<file path="src/rtl/stopwatch_pkg.sv">
// Shared types and digit limits for the stopwatch timebase/BCD core.
// Used by stopwatch_core and bcd_digit.
package stopwatch_pkg;

   typedef enum logic [1:0] {
      IDLE,
      RUN,
      PAUSE,
      FULL
   } sw_state_t;

   typedef logic [3:0] bcd_t;

   localparam bcd_t DIG0_MAX = 4'd9;
   localparam bcd_t DIG1_MAX = 4'd9;
   localparam bcd_t DIG2_MAX = 4'd5;
   localparam bcd_t DIG3_MAX = 4'd9;

endpackage

</file>
<file path="src/rtl/bcd_digit.sv">
// One BCD counter digit that wraps at MAX.
// carry is combinational so a chain of digits ripples within one cycle.
module bcd_digit
   import stopwatch_pkg::*;
#(
   parameter bcd_t MAX = 4'd9
) (
   input  logic clk,
   input  logic reset,
   input  logic clr,
   input  logic inc,
   output bcd_t q,
   output logic carry
);

   bcd_t q_q, q_d;

   always_comb begin
      q_d = q_q;
      if (clr)
         q_d = '0;
      else if (inc)
         q_d = (q_q == MAX) ? '0 : q_q + 4'd1;
   end

   always_ff @(posedge clk or posedge reset) begin
      if (reset)
         q_q <= '0;
      else
         q_q <= q_d;
   end

   assign q     = q_q;
   assign carry = inc && (q_q == MAX);

endmodule

</file>
<file path="src/rtl/stopwatch_core.sv">
// Stopwatch timebase and M:SS.t BCD counter with run/pause/clear FSM.
// Optional lap hold display enabled by defining STOPWATCH_LAP_EN.
module stopwatch_core
   import stopwatch_pkg::*;
#(
   parameter int CLK_HZ  = 100_000_000,
   parameter int TICK_HZ = 10
) (
   input  logic clk,
   input  logic reset,
   input  logic start_stop,
   input  logic clear,
`ifdef STOPWATCH_LAP_EN
   input  logic lap,
   output logic lap_active,
`endif
   output bcd_t d0,
   output bcd_t d1,
   output bcd_t d2,
   output bcd_t d3,
   output logic running,
   output logic overflow
);

   localparam int DIV = CLK_HZ / TICK_HZ;
   localparam int PW  = (DIV > 1) ? $clog2(DIV) : 1;
   localparam logic [PW-1:0] PS_LAST = PW'(DIV - 1);

   sw_state_t       state_q, state_d;
   logic [PW-1:0]   presc_q, presc_d;
   logic            run_q, full_q;
   logic            tick, at_max, full_go;
   logic [3:0]      inc, c;
   bcd_t            dig0, dig1, dig2, dig3;
   logic            unused_carry;

   assign tick   = (state_q == RUN) && (presc_q == PS_LAST);
   assign at_max = (dig0 == DIG0_MAX) && (dig1 == DIG1_MAX) &&
                   (dig2 == DIG2_MAX) && (dig3 == DIG3_MAX);

   // At 9:59.9 the tick saturates into FULL instead of rolling the digits.
   assign full_go = tick && at_max;
   assign inc     = {c[2:0], tick && !at_max};
   assign unused_carry = c[3];

   bcd_digit #(.MAX(DIG0_MAX)) u_dig0 (
      .clk(clk), .reset(reset), .clr(clear),
      .inc(inc[0]), .q(dig0), .carry(c[0])
   );
   bcd_digit #(.MAX(DIG1_MAX)) u_dig1 (
      .clk(clk), .reset(reset), .clr(clear),
      .inc(inc[1]), .q(dig1), .carry(c[1])
   );
   bcd_digit #(.MAX(DIG2_MAX)) u_dig2 (
      .clk(clk), .reset(reset), .clr(clear),
      .inc(inc[2]), .q(dig2), .carry(c[2])
   );
   bcd_digit #(.MAX(DIG3_MAX)) u_dig3 (
      .clk(clk), .reset(reset), .clr(clear),
      .inc(inc[3]), .q(dig3), .carry(c[3])
   );

   always_comb begin
      state_d = state_q;
      presc_d = presc_q;
      if (state_q == RUN)
         presc_d = (presc_q == PS_LAST) ? '0 : presc_q + PW'(1);
      unique case (state_q)
         IDLE:    if (start_stop) state_d = RUN;
         RUN: begin
            if (full_go)
               state_d = FULL;
            else if (start_stop)
               state_d = PAUSE;
         end
         PAUSE:   if (start_stop) state_d = RUN;
         FULL:    state_d = FULL;
         default: state_d = IDLE;
      endcase
      if (clear) begin
         state_d = IDLE;
         presc_d = '0;
      end
   end

   always_ff @(posedge clk or posedge reset) begin
      if (reset) begin
         state_q <= IDLE;
         presc_q <= '0;
         run_q   <= 1'b0;
         full_q  <= 1'b0;
      end else begin
         state_q <= state_d;
         presc_q <= presc_d;
         run_q   <= (state_d == RUN);
         full_q  <= (state_d == FULL);
      end
   end

   assign running  = run_q;
   assign overflow = full_q;

`ifdef STOPWATCH_LAP_EN
   logic        lap_q, lap_d, cap;
   logic [15:0] hold_q;

   always_comb begin
      lap_d = lap_q;
      cap   = 1'b0;
      if (clear)
         lap_d = 1'b0;
      else if (lap) begin
         if (lap_q)
            lap_d = 1'b0;
         else if (state_q == RUN || state_q == PAUSE) begin
            lap_d = 1'b1;
            cap   = 1'b1;
         end
      end
   end

   always_ff @(posedge clk or posedge reset) begin
      if (reset) begin
         lap_q  <= 1'b0;
         hold_q <= '0;
      end else begin
         lap_q <= lap_d;
         if (cap)
            hold_q <= {dig3, dig2, dig1, dig0};
      end
   end

   assign lap_active = lap_q;
   assign d0 = lap_q ? hold_q[3:0]   : dig0;
   assign d1 = lap_q ? hold_q[7:4]   : dig1;
   assign d2 = lap_q ? hold_q[11:8]  : dig2;
   assign d3 = lap_q ? hold_q[15:12] : dig3;
`else
   assign d0 = dig0;
   assign d1 = dig1;
   assign d2 = dig2;
   assign d3 = dig3;
`endif

endmodule

</file>
<file path="config.mk">
export PLATFORM = sky130hd
export DESIGN_NAME = stopwatch_core
export DESIGN_NICKNAME = d
export VERILOG_FILES = /design/src/rtl/stopwatch_pkg.sv /design/src/rtl/bcd_digit.sv /design/src/rtl/stopwatch_core.sv
export SDC_FILE = /design/constraint.sdc
export NUM_CORES = 1
export LEC_CHECK = 0
export CAP_MARGIN = 40
export CORE_MARGIN = 5
export CORE_UTILIZATION = 45
export CTS_CLUSTER_SIZE = 24
export DETAILED_ROUTE_END_ITERATION = 8
export DONT_BUFFER_PORTS = 1
export SETUP_SLACK_MARGIN = 0.1
export SLEW_MARGIN = 20
export SYNTH_ARGS = -nofsm -noshare
export SYNTH_HDL_FRONTEND = slang
export SYNTH_SLANG_ARGS = --single-unit
</file>
<file path="constraint.sdc">
create_clock -name clk -period 7.1 [get_ports clk]
set_clock_uncertainty 0.1 [all_clocks]
set_input_delay 0.71 -clock clk [delete_from_list [all_inputs] [get_ports clk]]
set_output_delay 0.71 -clock clk [all_outputs]
set_load 0.01 [all_outputs]
</file>
==> impl_metrics.ini <==
[global_route]
gr-total-overflow = 0
grt_pass1_vias = 2011
grt_pass1_wl_um = 10100
grt_usage = 0.167
antenna_found_initial = 0
grt_max_degree = 34

[worst_setup_path]
cp_data_arrival_time_ns = 2.67
rr_startpoint = presc_q[7]
cp_slowest_cell = nor4_4
cp-end-kind = flop
slowest_delay_ns = 0.54
crit_fanout = 16
crit_required_ns = 7.19
start_kind = flop
path_cells = or3_4 > nor4_4 > nand3_4 > nor4_1 > mux2_1
worst_r2r_path_depth = 5
startpoint = presc_q[7]
worst-setup-path-type = flop to flop

[placed_design]
gp_congestion = 0.818
port_buffers = 0
dp_hpwl_um = 4140

[power_and_ir_drop]
power.switching_w = 0.000104
powerDensity_nw_per_um2 = 157
p_leak_nw = 1.10
power_frac_seq = 0.579
power_frac_comb = 0.048
p_clk_frac = 0.373
internal-power_w = 0.000336
ir_drop_uv = 82.8
switching_share = 0.237

[routing]
wire_per_inst_um = 16.4
drtPass1Iterations = 4
drt_iter0_drc = 119
viasPerCell = 5.94
vias = 2133
drtAntennaViolNets = 0
wirelength_um = 5880
drc = 0

[yosys]
ys.flop_type = dfrtp_1
ys_ff_latch = 44
avgSynthCellArea_sq_um = 9.23
syn_inst = 288
synth-seq-area-share = 0.414
yosysWarnings = 0
synth_edf_count = 0
ys_async_sr_fraction = 1.00
syn-cell-area_sq_um = 2660
synth_nets = 301
ys_types = 61

[clocking]
insertion_delay_ns = 0.30
cts_buffer_depth = 2
post_cts.repair.setup_buffers = 0
cts_sinks = 44
root_buffer = clkbuf_8
cts_tree = yes
path_clk_slew_ns = 0.08
htreeDepth = 2
cts-hold-fix-buffers = 0
cts_buffers = 5
cts_resized = 0

[run]
drv_cap = 0

[floorplanning]
die_area_sq_um = 7550
die_h_um = 86.9
core_sq_um = 5820
start_util = 0.457
rows = 28
num_io_pins = 22
dieWidth_um = 86.9

[sta]
slew_viol_final = 0
rsz0062_at_grt = false
slew_headroom = 0.507
tightest_slew_ns = 0.732
final-setup-viol-count = 0
setup-tns-final_ns = 0
maxClockFrequency_mhz = 388
fin_crit_ns = 2.58
finalCritPeriodShare = 0.363
worst_hold_slack_ns = 0.148
finalHoldViolations = 0

[finish]
diodes = 0
layout-drive-gt1-share = 0.0986
area_delta_synth_final_pct = 5.55
nets = 296

[min_path]
min_path_type = primary input to async pin

[outcome]
status = finished, final reports clean
state kept, by name (all words and copies together) (netlist names):
signal / count
u_dig3.q: 4
u_dig0.q: 4
running: 1
state_q: 2
presc_q: 24
u_dig1.q: 4
u_dig2.q: 4
overflow: 1
routing by layer:
| metal | global-route usage | wire length (um) | vias up |
|---|---|---|---|
| li1 | - | - | 1045 |
| met4 | 0.0623 | 100 | 0 |
| met3 | 0.0378 | 249 | 9 |
| met2 | 0.258 | 2720 | 41 |
| met1 | 0.229 | 2820 | 1038 |
| met5 | 0 | 0 | - |
critical path, delay by kind of cell, from the launching register on:
kind / cells / cell delay [ns]
flops: 1 / 0.49
mux: 1 / 0.35
simple gates: 4 / 1.53
cells in the mapped netlist (2+ instances only):
master / instances / share of area
xnor2_1: 9 / 0.030
ha_1: 9 / 0.042
nand2b_1: 3 / 0.0071
o31ai_1: 4 / 0.011
nor2b_1: 5 / 0.012
nand4bb_1: 2 / 0.0085
a41oi_1: 2 / 0.0066
mux2_1: 2 / 0.0085
nand2_1: 22 / 0.031
buf_2: 2 / 0.0038
buf_1: 2 / 0.0028
nand4_2: 2 / 0.0094
a31oi_1: 4 / 0.0094
nor2_1: 32 / 0.045
a21oi_1: 19 / 0.036
or3_1: 4 / 0.0094
nor3_1: 10 / 0.019
inv_1: 12 / 0.017
o21ai_0: 9 / 0.017
clkbuf_1: 8 / 0.011
dfrtp_1: 44 / 0.41
and3b_1: 4 / 0.013
nor4_1: 7 / 0.016
nand4_1: 10 / 0.024
a31o_2: 3 / 0.0099
nand3_1: 11 / 0.021
xor2_1: 5 / 0.016
a211oi_1: 2 / 0.0056
or4_1: 3 / 0.0085
mux2_2: 2 / 0.0085
and3_1: 4 / 0.0094
a22oi_1: 2 / 0.0056
path summary, 6_finish.rpt:
kind	to	slack [ns]
hold / removal	presc_q[12]	0.15
min in group clk	u_dig1.q[0]	0.36
setup / recovery	u_dig2.q[3]	4.52
hold reg to reg	presc_q[3]	0.44
setup reg to reg	u_dig2.q[3]	4.52
max in group asynchronous	u_dig2.q[0]	6.28
per-stage QoR:
stage	cell area (sq um)	std cells	worst slack, ns	power, W	utilization
6_report	2810	359	4.52	0.000441	0.483
5_1_grt	2810	359	4.31	0.000465	0.483
4_1_cts	2810	359	4.53	0.000448	0.483
3_5_place_dp	2710	351	4.53	0.000282	0.467
3_3_place_gp	2690	350	4.52	0.000280	0.463
2_1_floorplan	2660	288	4.82	0.000277	-
cell families after synthesis:
family,count (synthesis),synth area share
adder cells (fa/ha/maj),9,0.0424
XOR/XNOR,14,0.0461
flip-flops,44,0.414
AND/OR/NAND/NOR,135,0.300
buffers and inverters,26,0.0419
AO/OA/AOI/OAI,55,0.135
multiplexers,5,0.0207
power by group through the flow:
stage | clock, W | sequential, W | combinational, W
floorplan | 0 | 0.000259 | 0.0000172
finish | 0.000165 | 0.000255 | 0.0000212
detailed placement | 0 | 0.000260 | 0.0000218
CTS | 0.000172 | 0.000255 | 0.0000218
global route | 0.000185 | 0.000255 | 0.0000242
global placement | 0 | 0.000260 | 0.0000202
layout make-up:
cell class | count | area (sq um)
clock buffer | 6 | 82.6
sequential | 44 | 1100
tap | 75 | 93.8
clock inverter | 2 | 10.0
fill | 554 | 3010
multi-input combinational | 218 | 1450
timing repair buffer | 2 | 27.5
inverter | 12 | 45.0
layout by cell type (no fill, tap or decap), types with 5 or more instances in the layout:
| cell type | instances |
|---|---|
| a21oi_1 | 19 |
| nor3_1 | 10 |
| xor2_1 | 5 |
| clkbuf_8 | 6 |
| nor4_1 | 7 |
| nand3_1 | 11 |
| inv_1 | 11 |
| nor2_1 | 32 |
| nor2b_1 | 5 |
| o21ai_0 | 9 |
| nand4_1 | 10 |
| xnor2_1 | 9 |
| ha_1 | 9 |
| nand2_1 | 22 |
| dfrtp_1 | 44 |
Power figures use the tool's default switching activity.
